[src/rtl/result_hilo_stage_if.sv]
// Issue/result bundle between the execute datapath and the HI/LO result stage.
interface result_hilo_stage_if #(
  parameter int unsigned CW = 6
);
  logic [CW-1:0] Signal;
  logic          inValid;
  logic [31:0]   ALUOut;
  logic [31:0]   ShifterOut;
  logic [63:0]   MulProduct;
  logic          MulDone;
  logic [31:0]   dataOut;
  logic          outValid;
  logic          ready;
  logic          errOp;

  modport master (
    output Signal, inValid, ALUOut, ShifterOut, MulProduct, MulDone,
    input  dataOut, outValid, ready, errOp
  );

  modport slave (
    input  Signal, inValid, ALUOut, ShifterOut, MulProduct, MulDone,
    output dataOut, outValid, ready, errOp
  );
endinterface

[src/rtl/result_hilo_stage.sv]
// Result select stage: routes ALU/shifter results, holds HI/LO and waits on the
// multiplier for MULTU with a bounded timeout.
module result_hilo_stage #(
  parameter int unsigned MUL_TIMEOUT = 40,
  parameter int unsigned CW          = 6
) (
  input  logic               clk,
  input  logic               reset,
  result_hilo_stage_if.slave bus
);

  localparam int unsigned CNT_W = (MUL_TIMEOUT > 2) ? $clog2(MUL_TIMEOUT) : 1;
  localparam logic [CNT_W-1:0] CNT_LAST = CNT_W'(MUL_TIMEOUT - 1);

  localparam logic [CW-1:0] FN_AND   = CW'(36);
  localparam logic [CW-1:0] FN_OR    = CW'(37);
  localparam logic [CW-1:0] FN_ADD   = CW'(32);
  localparam logic [CW-1:0] FN_SUB   = CW'(34);
  localparam logic [CW-1:0] FN_SLT   = CW'(42);
  localparam logic [CW-1:0] FN_SLL   = CW'(0);
  localparam logic [CW-1:0] FN_MULTU = CW'(25);
  localparam logic [CW-1:0] FN_MFHI  = CW'(16);
  localparam logic [CW-1:0] FN_MFLO  = CW'(18);

  typedef enum logic {IDLE, MUL_WAIT} stateT;

  stateT            state, stateNext;
  logic [31:0]      hi, hiNext;
  logic [31:0]      lo, loNext;
  logic [CNT_W-1:0] cnt, cntNext;
  logic [31:0]      dataReg, dataNext;
  logic             outValidReg, outValidNext;
  logic             errOpReg, errOpNext;
  logic             readyReg, readyNext;

  // State and registered outputs; reset dominates every input.
  always_ff @(posedge clk) begin
    if (reset) begin
      state       <= IDLE;
      hi          <= '0;
      lo          <= '0;
      cnt         <= '0;
      dataReg     <= '0;
      outValidReg <= 1'b0;
      errOpReg    <= 1'b0;
      readyReg    <= 1'b1;
    end else begin
      state       <= stateNext;
      hi          <= hiNext;
      lo          <= loNext;
      cnt         <= cntNext;
      dataReg     <= dataNext;
      outValidReg <= outValidNext;
      errOpReg    <= errOpNext;
      readyReg    <= readyNext;
    end
  end

  // Next-state and next-output decode.
  always_comb begin
    stateNext    = state;
    hiNext       = hi;
    loNext       = lo;
    cntNext      = cnt;
    dataNext     = dataReg;
    outValidNext = 1'b0;
    errOpNext    = 1'b0;

    case (state)
      IDLE: begin
        if (bus.inValid) begin
          case (bus.Signal)
            FN_AND, FN_OR, FN_ADD, FN_SUB, FN_SLT: begin
              dataNext     = bus.ALUOut;
              outValidNext = 1'b1;
            end
            FN_SLL: begin
              dataNext     = bus.ShifterOut;
              outValidNext = 1'b1;
            end
            FN_MFHI: begin
              dataNext     = hi;
              outValidNext = 1'b1;
            end
            FN_MFLO: begin
              dataNext     = lo;
              outValidNext = 1'b1;
            end
            FN_MULTU: begin
              stateNext = MUL_WAIT;
              cntNext   = '0;
            end
            default: begin
              dataNext     = '0;
              outValidNext = 1'b1;
              errOpNext    = 1'b1;
            end
          endcase
        end
      end
      MUL_WAIT: begin
        // An issue attempt while busy is dropped and flagged; the multiply carries on.
        errOpNext = bus.inValid;
        if (bus.MulDone) begin
          hiNext    = bus.MulProduct[63:32];
          loNext    = bus.MulProduct[31:0];
          stateNext = IDLE;
        end else if (cnt == CNT_LAST) begin
          stateNext = IDLE;
          errOpNext = 1'b1;
        end else begin
          cntNext = cnt + CNT_W'(1);
        end
      end
      default: stateNext = IDLE;
    endcase

    readyNext = (stateNext == IDLE);
  end

  assign bus.dataOut  = dataReg;
  assign bus.outValid = outValidReg;
  assign bus.errOp    = errOpReg;
  assign bus.ready    = readyReg;

endmodule

[src/flat_wrapper.sv]
// flat-port wrapper written by rule: the top's interface ports become plain ports
module result_hilo_stage_flat 
#(
  parameter int unsigned MUL_TIMEOUT = 40,
  parameter int unsigned CW          = 6
)
  (clk, reset, bus_Signal, bus_inValid, bus_ALUOut, bus_ShifterOut, bus_MulProduct, bus_MulDone, bus_dataOut, bus_outValid, bus_ready, bus_errOp);
  result_hilo_stage_if #(.CW(CW)) bus_i ();
  input  logic clk;
  input  logic reset;
  input wire logic [$bits(bus_i.Signal)-1:0] bus_Signal;
  input wire logic [$bits(bus_i.inValid)-1:0] bus_inValid;
  input wire logic [$bits(bus_i.ALUOut)-1:0] bus_ALUOut;
  input wire logic [$bits(bus_i.ShifterOut)-1:0] bus_ShifterOut;
  input wire logic [$bits(bus_i.MulProduct)-1:0] bus_MulProduct;
  input wire logic [$bits(bus_i.MulDone)-1:0] bus_MulDone;
  output wire logic [$bits(bus_i.dataOut)-1:0] bus_dataOut;
  output wire logic [$bits(bus_i.outValid)-1:0] bus_outValid;
  output wire logic [$bits(bus_i.ready)-1:0] bus_ready;
  output wire logic [$bits(bus_i.errOp)-1:0] bus_errOp;
  assign bus_i.Signal = bus_Signal;
  assign bus_i.inValid = bus_inValid;
  assign bus_i.ALUOut = bus_ALUOut;
  assign bus_i.ShifterOut = bus_ShifterOut;
  assign bus_i.MulProduct = bus_MulProduct;
  assign bus_i.MulDone = bus_MulDone;
  assign bus_dataOut = bus_i.dataOut;
  assign bus_outValid = bus_i.outValid;
  assign bus_ready = bus_i.ready;
  assign bus_errOp = bus_i.errOp;
  result_hilo_stage #(.MUL_TIMEOUT(MUL_TIMEOUT), .CW(CW)) u_core (.clk(clk), .reset(reset), .bus(bus_i));
endmodule
[config.mk]
export PLATFORM = sky130hd
export DESIGN_NAME = result_hilo_stage_flat
export DESIGN_NICKNAME = d
export VERILOG_FILES = /design/src/rtl/result_hilo_stage_if.sv /design/src/rtl/result_hilo_stage.sv /design/src/flat_wrapper.sv
export SDC_FILE = /design/constraint.sdc
export NUM_CORES = 1
export LEC_CHECK = 0
export CAP_MARGIN = 20
export CORE_MARGIN = 2
export CORE_UTILIZATION = 43
export DETAILED_ROUTE_END_ITERATION = 8
export PLACE_DENSITY = 0.77
export SLEW_MARGIN = 20
export SYNTH_ARGS = -nofsm -noshare
export SYNTH_HDL_FRONTEND = slang
export SYNTH_SLANG_ARGS = --single-unit
export TNS_END_PERCENT = 10
[constraint.sdc]
create_clock -name clk -period 1.6 [get_ports clk]
set_clock_uncertainty 0.1 [all_clocks]
set_input_delay 0.32 -clock clk [delete_from_list [all_inputs] [get_ports clk]]
set_output_delay 0.32 -clock clk [all_outputs]
set_load 0.1 [all_outputs]
## Yosys cells after proc, flatten, opt, wreduce, memory -nomap -nowiden

Index checks and enable logic that the tools add are counted.
Widths: inputs -> output; s select.

- Bitwise gates (word level): 4
- Equal/unequal tests: 13
- Mux-type cells: 17
- Reductions and logical operators: 7
- $add $sub $neg: 1

Operators by type and width:

| cell | number |
|---|---|
| $pmux 32 s5 | 1 |
| $eq 6x6->1 const B | 6 |
| $mux 6 | 4 |
| $eq 6x5->1 const B | 3 |
| $pmux 6 s2 | 1 |
| $mux 1 | 9 |
| $reduce_or 9->1 | 1 |
| $ne 2x2->1 const B | 4 |
| $add 6x1->6 const B | 1 |
| $logic_not 6->1 | 1 |
| $reduce_or 5->1 | 1 |
| $not 1->1 | 4 |
| $pmux 1 s2 | 2 |
| $reduce_and 4->1 | 1 |
| $reduce_and 3->1 | 1 |
| $reduce_or 3->1 | 1 |
| $reduce_and 2->1 | 1 |

- Logic and storage cells: 50
- Input bits: 138
- Register bits: 106

## Logic depth before layout (Yosys ltp)

Gate-level depths: netlist of the first run.

- Depth in word-level cells: 5
- Mapped depth: 7
- Gate-level depth less buffers: 5

## Least setup slack after synthesis of the first run

No wires, ideal clock.

- Kind: reg2reg
- Start: register, netlist name u_core.bus.dataOut[0]
- End: register u_core.dataReg[0], in the netlist u_core.bus.dataOut[0]
- Library setup time: 0.087 ns
- Data required time: 1.413 ns
- Path slack: -0.268 ns
- Buffers on the path: 0
- Data arrival time: 1.682 ns
- Stages on the path, launching flop included: 5
- Cell sequence: dfxtp_1 > and2_1 > a32oi_2 > o21a_1 > a221oi_2

RTL lines:

| element | RTL line | source |
|---|---|---|
| end signal: assignment | result_hilo_stage.sv:52 | `dataReg <= dataNext;` |
| end: declaration | result_hilo_stage.sv:31 | `logic [31:0] dataReg, dataNext;` |

## Worst setup path after layout of the first run

- Start: register u_core.state
- End: register u_core.cnt[5]

- Longest elaborated chain between the ends: 3
- Elaborated cells between the ends (all ways): 7

Ends and longest elaborated chain:

| element | RTL line | source |
|---|---|---|
| start: declaration | result_hilo_stage.sv:27 | `stateT state, stateNext;` |
| start signal: assignment | result_hilo_stage.sv:48 | `state <= stateNext;` |
| $not 1->1 | result_hilo_stage.sv:69 | `case (state)` |
| $ne 2x2->1 (no line) | - |  |
| $reduce_and 4->1 (no line) | - |  |
| end signal: assignment | result_hilo_stage.sv:51 | `cnt <= cntNext;` |
| end: declaration | result_hilo_stage.sv:30 | `logic [CNT_W-1:0] cnt, cntNext;` |

Several ways; a longest one is shown, not always the timed one.
A chain may end at the register's enable or synchronous reset.

==> results of run 1 <==
==> cells in the final DEF (no fill, tap or decap), types with 2 or more instances in the layout <==
cell type	n
nand2_1	133
a32oi_2	29
and3_1	2
buf_12	54
a21oi_1	69
nand4b_1	2
nand3_1	4
inv_1	3
o21ai_4	2
clkdlybuf4s50_1	129
dfxtp_2	6
o21a_1	32
clkbuf_1	2
nand2b_1	2
a221oi_2	31
o2111ai_1	2
or3_1	2
a2111o_1	2
a22oi_1	32
dfxtp_1	100
o21ai_0	3
clkbuf_2	4
a32oi_1	2
nor2_1	3
nor3_1	2
clkbuf_16	9
mux2i_1	34
and2_1	33
and2b_2	2
or2_2	2
buf_4	28
==> cell families (layout without fill, tap and decap cells) <==
logic type / count (synthesis) / in the layout
buffers and inverters: 61 / 239
multiplexers: 34 / 34
adder cells (fa/ha/maj): 1 / 1
AO/OA/AOI/OAI: 212 / 212
flip-flops: 106 / 106
AND/OR/NAND/NOR: 199 / 199
==> metal layers <==
metal / share of wire / vias to the layer above
li1: - / 2585
met1: 0.42 / 2573
met2: 0.49 / 213
met3: 0.059 / 48
met4: 0.036 / 0
met5: 0 / -
==> sequential cells by signal, indices dropped and copies added, names as in the netlist <==
register,count
u_core.bus.errOp,1
u_core.lo,32
u_core.cnt,6
u_core.bus.ready,1
u_core.state,1
u_core.hi,32
u_core.bus.dataOut,32
u_core.bus.outValid,1
==> worst min path at each step <==
stage	from	to	slack, ps
after global placement	u_core.lo[28]	u_core.lo[28]	340
after global routing	reset	u_core.bus.errOp	310
after CTS	reset	u_core.bus.errOp	290
after floorplan	u_core.hi[0]	u_core.hi[0]	340
final	reset	u_core.bus.errOp	300
after detailed placement	u_core.lo[24]	u_core.lo[24]	350
==> synth_stat cells, types with 3 or more instances <==
cell | number | share of area
dfxtp_1 | 106 | 0.37
buf_1 | 6 | 0.0039
o21ai_0 | 3 | 0.0026
buf_8 | 3 | 0.0078
mux2i_1 | 34 | 0.059
buf_2 | 12 | 0.010
buf_12 | 4 | 0.014
buf_6 | 6 | 0.012
buf_4 | 7 | 0.0091
a32oi_2 | 30 | 0.085
nor2_1 | 3 | 0.0020
and2_1 | 34 | 0.037
a221oi_2 | 31 | 0.081
clkbuf_1 | 20 | 0.013
nand3_1 | 4 | 0.0035
nand2_1 | 134 | 0.087
a21oi_1 | 69 | 0.060
o21a_1 | 32 | 0.042
nand2b_1 | 3 | 0.0033
a22oi_1 | 32 | 0.042
inv_1 | 3 | 0.0020
==> layout make-up <==
type | instances | area share
clock buffers | 12 | 0.0286
clock inverters | 4 | 0.00595
inverters | 3 | 0.00131
multi-input cells | 446 | 0.383
flip-flops and latches | 106 | 0.247
well taps | 176 | 0.0256
repair buffers | 220 | 0.308
==> per-stage QoR <==
step	utilization	hold WS [ps]	cell area (um^2)
floorplan	-	336	5780
global placement	0.627	342	8270
detailed placement	0.627	346	8270
CTS	0.650	294	8580
global route	0.653	315	8620
finish	0.653	302	8620
==> power by group through the flow <==
stage               registers (uW)  clock network [uW]  logic, uW
floorplan                     2740                   0        311
global placement              2710                   0        807
detailed placement            2710                   0        817
CTS                           2650                2280        819
global route                  2650                2390        869
finish                        2650                2250        826
==> critical path, stage by stage, from the launching register on <==
cell and delay (ps):
dfxtp_2 380, buf_4 140, and2b_2 180, buf_4 120
a31oi_4 30, or3_1 350, a21oi_1 150
==> timing repair <==
item	CTS	global route
pin swaps	0	4
resized for setup	7	24
hold endpoints to repair	0	0
endpoints found under the setup margin	40	39
hold buffers	0	0
==> reports/qor.csv, run 1 <==
metric,value,unit
worst_path_max_fanout,5,
yosys.area_share.simple,0.162,
setup.worst_path.start,u_core.state,
pwr-share-comb,0.144,
power.clock.fraction,0.393,
synthCells,613,
synthAdderAreaFrac,0.00217,
globalRouteOverflowTotal,0,
ys_seq_elements,106,
seqCellArea,2130,um^2
rr_worst_depth,6,
routabilityCongestion,0.859,
grt_setup_unrepaired,yes,
number_of_antenna_repair_diodes,0,
synth.avg_cell_area,9.42,um^2
final.setup.tns,0,ps
synth_edf_count,0,
worstHoldPathType,primary input to flop,
worst-endpoint-arrival,1700,ps
postSynth.asyncResetShare,0,
gr-usage-all-layers,0.249,
postRouteAntennaNets,0,
ys_warn_count,0,
synth.cell_area,5770,um^2
drt_iter0_drcs,373,
num-nets-final,925,
drive_gt1_frac,0.240,
sequential_share_of_the_synthesized_area,0.368,
design.core.area,13200,um^2
synth.distinct_cells,49,
internal_power,4360,uW
via_count,5419,
global_route.usage.met1,0.303,
antenna_found_initial,0,
area_used_by_multi_input_combinational_logic,3300,um^2
slew-limit-headroom,0.737,
post-route-period-util,0.950,
final_max_slew_violation_count,0,
place.detailed.instances,951,
clk-insertion-delay-late,350,ps
cts-buffers-inserted,9,
first_pass_grt_wire_length,28300,um
design.portCount,173,
max_clock_freq,0.658,GHz
fill_cells,1033,
clock_tree.buffer_depth,2,
place_worst_setup_slack,-637,ps
clock-root-buffer,clkbuf_16,
cts.repair_timing.setup_buffer_count,0,
dp_hpwl,13000,um
grt_start_max_net_pins,78,
setup_viol_count_final,0,
maxCapViolCount,0,
total_power,5730,uW
hold_viol_final,0,
detail_route.drc_violations,0,
clk_transition_reported_paths,70,ps
vdd.ir_drop.worst,0.570,mV
main_combinational_cell_family_by_area_after_synthesis,compound AO/OA/AOI/OAI gates,
layoutNonFillerInstCount,967,
met3_layer_usage_reported_by_global_route,0.0490,
met2_track_demand_over_resource,0.424,
wl,17600,um
floorplan.initialDensity,0.438,
grt_pass1_vias,5690,
cts_tree,built,
critical_path.endpoint_type,flop,
detail_route.first_pass.iterations,5,
grt-busiest-layer,met2,
run_status,"complete, no violations",
cp_data_required_time,1780,ps
setup.worst_path.class,flop to flop,
clkSinkCount,106,
synth_xor_area_frac,0,
synth_compound_area_frac,0.337,
seq_power_share,0.463,
crit_path_start_kind,flop,
post_synth_mux_area_share,0.0590,
cts-htree-levels,3,
floorplan.die_area,14400,um^2
yosys_most_used_dff,dfxtp_1,
regToRegSetupSlack,80,ps
crit_end,u_core.cnt[5],
cellLeakagePower,0.00297,uW
wl_per_cell,18.2,um
die_span_in_x,120,um
setup_ws,80.5,ps
worstReg2RegStart,u_core.state,
cellPowerDensity,665,nW/um^2
worst_pin_slew,395,ps
p_sw,1370,uW
die-height,120,um
syn-num-nets,752,
syn2layout_area_growth,49.3,%
netSwitchingFraction,0.238,
std_cell_rows,42,
hold-path-cell-count,3,
critical_path.reg2reg.endpoint,u_core.cnt[5],
numPortBuffers,172,
detail_route.vias_per_cell,5.60,
timing.final.crit_period,1520,ps
Power figures use the tool's default switching activity.
==> run 2, diff against run 1 <==
==> constraint.sdc (replaced) <==
create_clock -name clk -period 1.3 [get_ports clk]
set_clock_uncertainty 0.1 [all_clocks]
set_input_delay 0.26 -clock clk [delete_from_list [all_inputs] [get_ports clk]]
set_output_delay 0.26 -clock clk [all_outputs]
set_load 0.1 [all_outputs]
==> run 2 against run 1 <==
  * The flow now finishes with violations (setup timing)
  * Sequential power up 21%
  * Highest routed layer unchanged
  * Largest cell class unchanged
  * Critical path type unchanged
  * Sequential share of layout area down 0.95 points
  * Register-to-register slack worse by 280 ps
==> reports/qor.csv, run 2 (synthesis gave the netlist of run 1 again) <==
metric,value,unit,change
dp_hpwl,13600,um,+4.6%
cell_breakdown_of_the_critical_path,"nand2b_4, a21oi_4, o21ai_4, clkbuf_16, a221oi_2",,
grt_pass1_vias,5985,,+5.2%
design.core.area,13200,um^2,unchanged
slew-limit-headroom,0.665,,-0.0720
routabilityCongestion,0.851,,-1.0%
critPathTopFamily,compound AO/OA/AOI/OAI gates,,
worstHoldPathType,primary input to flop,,
wl_per_cell,20.7,um,+14%
first_pass_grt_wire_length,31500,um,+11%
num-nets-final,938,,+1.4%
syn2layout_area_growth,63.8,%,
cellLeakagePower,0.00315,uW,+6.1%
clock-root-buffer,clkbuf_16,,
crit_buf_inv,1,,-1
via_count,5663,,+4.5%
clkSinkCount,106,,unchanged
total_power,7350,uW,+28%
place.detailed.instances,946,,-0.53%
worst_path_max_fanout,11,,+6
routed.top_layer,met4,,
design.portCount,173,,unchanged
antenna_found_initial,0,,unchanged
hold_viol_final,0,,unchanged
cts_tree,built,,
critical_path.endpoint_type,flop,,
cts-htree-levels,3,,unchanged
drive_gt1_frac,0.361,,+0.120
clock_tree.buffer_depth,2,,unchanged
drt_iter0_drcs,418,,+12%
met1Wirelength,8570,um,+17%
seqCellArea,2250,um^2,+5.5%
std_cell_rows,42,,unchanged
gr-usage-all-layers,0.277,,+0.0283
setup_ws,-202,ps,-283 ps
die-height,120,um,unchanged
route.met3.wl,971,um,-6.6%
mostFrequentLayoutCell,nand2_1,,
detail_route.first_pass.iterations,6,,+1
grt_start_max_net_pins,52,,-33%
cts-buffers-inserted,9,,unchanged
globalRouteOverflowTotal,0,,unchanged
number_of_antenna_repair_diodes,0,,unchanged
clk-insertion-delay-late,350,ps,about the same
detail_route.vias_per_cell,5.78,,+3.1%
vdd.ir_drop.worst,0.720,mV,+26%
detail_route.drc_violations,0,,unchanged
die_span_in_x,120,um,unchanged
floorplan.die_area,14400,um^2,unchanged
final.setup.tns,-7750,ps,-7750 ps
worst_pin_slew,500,ps,+105 ps
numPortBuffers,172,,unchanged
setup.worst_path.class,flop to flop,,
critical-path-slowest-cell,dfxtp_2,,
post-route-period-util,1.16,,+0.206
fill_cells,900,,-13%
clk_transition_reported_paths,70,ps,about the same
wl,20200,um,+15%
maxCapViolCount,0,,unchanged
setup_viol_count_final,92,,+92
area_used_by_multi_input_combinational_logic,3670,um^2,+11%
postRouteAntennaNets,0,,unchanged
cellPowerDensity,778,nW/um^2,+17%
cp_data_required_time,1450,ps,-330 ps
grt_setup_unrepaired,yes,,
floorplan.initialDensity,0.438,,unchanged
met2WireLength,10100,um,+17%
timing.final.crit_period,1500,ps,-17.3 ps
worst-endpoint-arrival,1650,ps,-50 ps
max_clock_freq,0.666,GHz,+1.2%
cpPeakStageDelay,340,ps,-40 ps
cts_hold_fix_bufs,0,,unchanged
failed_checks,setup timing,,
layoutNonFillerInstCount,980,,+1.3%
crit_path_start_kind,flop,,
commonest_non_fill_non_tap_cells_in_the_layout,"nand2_1, clkdlybuf4s50_1, dfxtp_1, buf_12, a21oi_1",,
final_max_slew_violation_count,0,,unchanged
run_status,"finished, violations left",,
## run 2: cell types whose count changed in the layout (fill, tap and decap cells not counted), moves of 7 or more
cell / previous run / this run
dfxtp_4: 0 / 32
dfxtp_1: 100 / 71
a21oi_1: 69 / 45
a22oi_1: 32 / 8
a22oi_2: 0 / 24
a21oi_2: 0 / 23
a32oi_4: 1 / 9
a32oi_2: 29 / 22
## run 2: final timing paths
path / slack, ps / cells past startpoint / end / start
min: 270 / 4 / u_core.cnt[5] / reset
max: -200 / 5 / u_core.bus.dataOut[19] / u_core.state
min reg2reg: 360 / 2 / u_core.hi[17] / u_core.hi[17]
max reg2reg: -200 / 5 / u_core.bus.dataOut[19] / u_core.state
## run 2: area by class of cell
type,instances,share of cell area
Timing Repair Buffer,233,0.314
Tap cell,176,0.0233
Clock buffer,14,0.0347
Multi-Input combinational cell,446,0.388
Inverter,3,0.00119
Sequential cell,106,0.238
Clock inverter,2,0.00106
## run 2: power by group
part	leakage, uW	internal, uW	switching (uW)
clock	0.000170	1750	1250
sequential	0.000881	3190	8.94
combinational	0.00210	632	524
total	0.00315	5570	1780
## run 2: tightest hold or removal path, stage by stage
cell and delay (ps):
buf_4 140, inv_1 80, o31ai_2 140, a21oi_2 50
## run 2: per-stage QoR
step                hold WS [ps]  setup slack [ps]  utilization  cell area [um^2]
floorplan                    296              -139            -              6090
global placement             342              -814        0.641              8460
detailed placement           346              -887        0.641              8460
CTS                          244              -151        0.705              9300
global route                 267              -247        0.717              9450
finish                       269              -202        0.717              9450
## run 2: metal layers
layer	vias up	track usage
li1	2627	-
met4	0	0.105
met1	2768	0.343
met2	221	0.489
met5	-	0
met3	47	0.0380
## run 2: repair_timing
action | in CTS | in global routing
setup endpoints to repair | 105 | 105
buffers inserted | 11 | 0
pin swaps | 17 | 2
gates resized for setup | 65 | 28
cloned | 6 | 1
==> run 3, diff against run 2 <==
--- a/config.mk
+++ b/config.mk
@@ -6,10 +6,12 @@
 export NUM_CORES = 1
 export LEC_CHECK = 0
 export CAP_MARGIN = 20
+export CELL_PAD_IN_SITES_DETAIL_PLACEMENT = 0
+export CELL_PAD_IN_SITES_GLOBAL_PLACEMENT = 2
 export CORE_MARGIN = 2
-export CORE_UTILIZATION = 43
+export CORE_UTILIZATION = 25
 export DETAILED_ROUTE_END_ITERATION = 8
-export PLACE_DENSITY = 0.77
+export PLACE_DENSITY_LB_ADDON = 0.1
 export SLEW_MARGIN = 20
 export SYNTH_ARGS = -nofsm -noshare
 export SYNTH_HDL_FRONTEND = slang
==> run 3 against run 2 <==
  * The flow still finishes with violations (setup timing)
  * Setup slack improved by 49 ps
  * Register-to-register slack better by 50 ps
  * Total power down 1.1%
  * Global-route usage decreased by 10 points
  * Utilization is 30 points lower
  * First-iteration DRC count down 40%
  * Die area up 69%
  * Largest power group unchanged
  * Highest routed layer is now met5
==> reports/qor.csv, run 3 (synthesis gave the netlist of run 1 again) <==
metric,value,unit,change
final_max_slew_violation_count,0,,unchanged
detail_route.vias_per_cell,4.93,,-15%
via_count,5361,,-5.3%
post-route-period-util,1.12,,-0.0378
first_pass_grt_wire_length,31900,um,+1.4%
clk_transition_reported_paths,80,ps,about the same
setup.worst_path.class,flop to flop,,
mostFrequentLayoutCell,nand2_1,,
regToRegSetupSlack,-150,ps,+50 ps
grt_setup_unrepaired,yes,,
grt_pass1_vias,5444,,-9.0%
number_of_antenna_repair_diodes,0,,unchanged
slew-limit-headroom,0.736,,+0.0714
rr_worst_depth,6,,+1
cellPowerDensity,780,nW/um^2,+0.26%
setup_ws,-153,ps,+49.1 ps
maxCapViolCount,0,,unchanged
clkSinkCount,106,,unchanged
final.setup.tns,-4370,ps,+3380 ps
floorplan.die_area,24300,um^2,+69%
place_worst_setup_slack,-903,ps,-15.8 ps
crit_end,u_core.cnt[1],,
design.core.area,22600,um^2,+72%
cts_tree,built,,
clock_tree.buffer_depth,2,,unchanged
cp_data_required_time,1480,ps,+30 ps
crit_path_start_kind,flop,,
cts-htree-levels,3,,unchanged
die-height,156,um,+30%
worst_pin_slew,396,ps,-104 ps
timing.final.crit_period,1450,ps,-49.1 ps
globalRouteOverflowTotal,0,,unchanged
hold_viol_final,0,,unchanged
numPortBuffers,172,,unchanged
setup.worst_path.start,u_core.cnt[0],,
clock-root-buffer,clkbuf_16,,
worstReg2RegStart,u_core.cnt[0],,
cts_hold_fix_bufs,0,,unchanged
total_power,7270,uW,-1.1%
antenna_found_initial,1,,+1
worstHoldPathType,primary input to flop,,
max_clock_freq,0.688,GHz,+3.4%
std_cell_rows,55,,+31%
design.portCount,173,,unchanged
routabilityCongestion,0.774,,-9.0%
critical_path.reg2reg.endpoint,u_core.cnt[1],,
failed_checks,setup timing,,
floorplan.initialDensity,0.255,,-0.183
holdWs,51.7,ps,-217 ps
worst_path_max_fanout,8,,-3
grt_start_max_net_pins,47,,-9.6%
wl,21700,um,+7.0%
num-nets-final,937,,-0.11%
critical_path.endpoint_type,flop,,
drive_gt1_frac,0.345,,-0.0157
run_status,"finished, violations left",,
cts-buffers-inserted,9,,unchanged
detail_route.drc_violations,0,,unchanged
drt_iter0_drcs,252,,-40%
die_span_in_x,156,um,+30%
vdd.ir_drop.worst,0.626,mV,-13%
postRouteAntennaNets,0,,unchanged
cellLeakagePower,0.00312,uW,-0.97%
gr-usage-all-layers,0.173,,-0.105
detail_route.first_pass.iterations,4,,-2
setup_viol_count_final,41,,-55%
clk-insertion-delay-late,350,ps,about the same
dp_hpwl,15300,um,+13%
commonest_non_fill_non_tap_cells_in_the_layout,"nand2_1, clkdlybuf4s50_1, dfxtp_1, buf_12, a21oi_1",,
worst-endpoint-arrival,1630,ps,-20 ps
wl_per_cell,19.9,um,-3.6%
syn2layout_area_growth,61.5,%,
==> run 3: timing repair <==
action	4_1_cts	5_1_grt
buffers inserted	5	0
cloned	3	2
resized for setup	33	29
endpoints found under the setup margin	95	93
pin swaps	7	10
==> run 3: area by class of cell <==
| class | instances | area [um^2] |
|---|---|---|
| Multi-Input combinational cell | 446 | 3510 |
| Sequential cell | 106 | 2250 |
| Tap cell | 285 | 357 |
| Clock inverter | 5 | 43.8 |
| Fill cell | 2184 | 13300 |
| Inverter | 3 | 11.3 |
| Clock buffer | 11 | 275 |
| Timing Repair Buffer | 232 | 2880 |
==> run 3: worst min-delay path by stage <==
stage                         end  slack [ps]                from  cells past startpoint
finish              u_core.hi[19]          50               reset                      2
global route        u_core.hi[19]          50               reset                      2
CTS                 u_core.hi[19]          40               reset                      2
detailed placement  u_core.hi[22]         350       u_core.hi[22]                      2
global placement     u_core.hi[0]         340        u_core.hi[0]                      2
floorplan            u_core.hi[0]         300  bus_MulProduct[32]                      2
==> run 3: worst max-delay path: stages, from the launching register on <==
cell and delay, ps:
dfxtp_2 360, ha_4 140, nand4b_1 170, o21ai_4 280, buf_4 150, nand3_1 70
a21oi_1 120
==> run 3: metal layers <==
layer  up-vias  part of all wire  GRT usage
met3        14             0.054     0.0428
met4         2            0.0088     0.0349
met1      2584              0.46      0.229
li1       2618                 -          -
met2       143              0.47      0.285
met5         -           0.00074          0
==> run 3: power breakdown <==
group	internal (uW)	total, uW	leakage, uW	switching, uW
sequential	3190	3200	0.000881	8.95
combinational	628	1140	0.00208	515
clock	1570	2930	0.000158	1370
==> run 3: per-stage QoR <==
stage          instances  instance area [um^2]  utilization
2_1_floorplan        613                  6090            -
3_3_place_gp        1063                  8670        0.383
3_5_place_dp        1063                  8670        0.383
4_1_cts             1087                  9190        0.406
5_1_grt             1088                  9330        0.412
6_report            1088                  9330        0.412
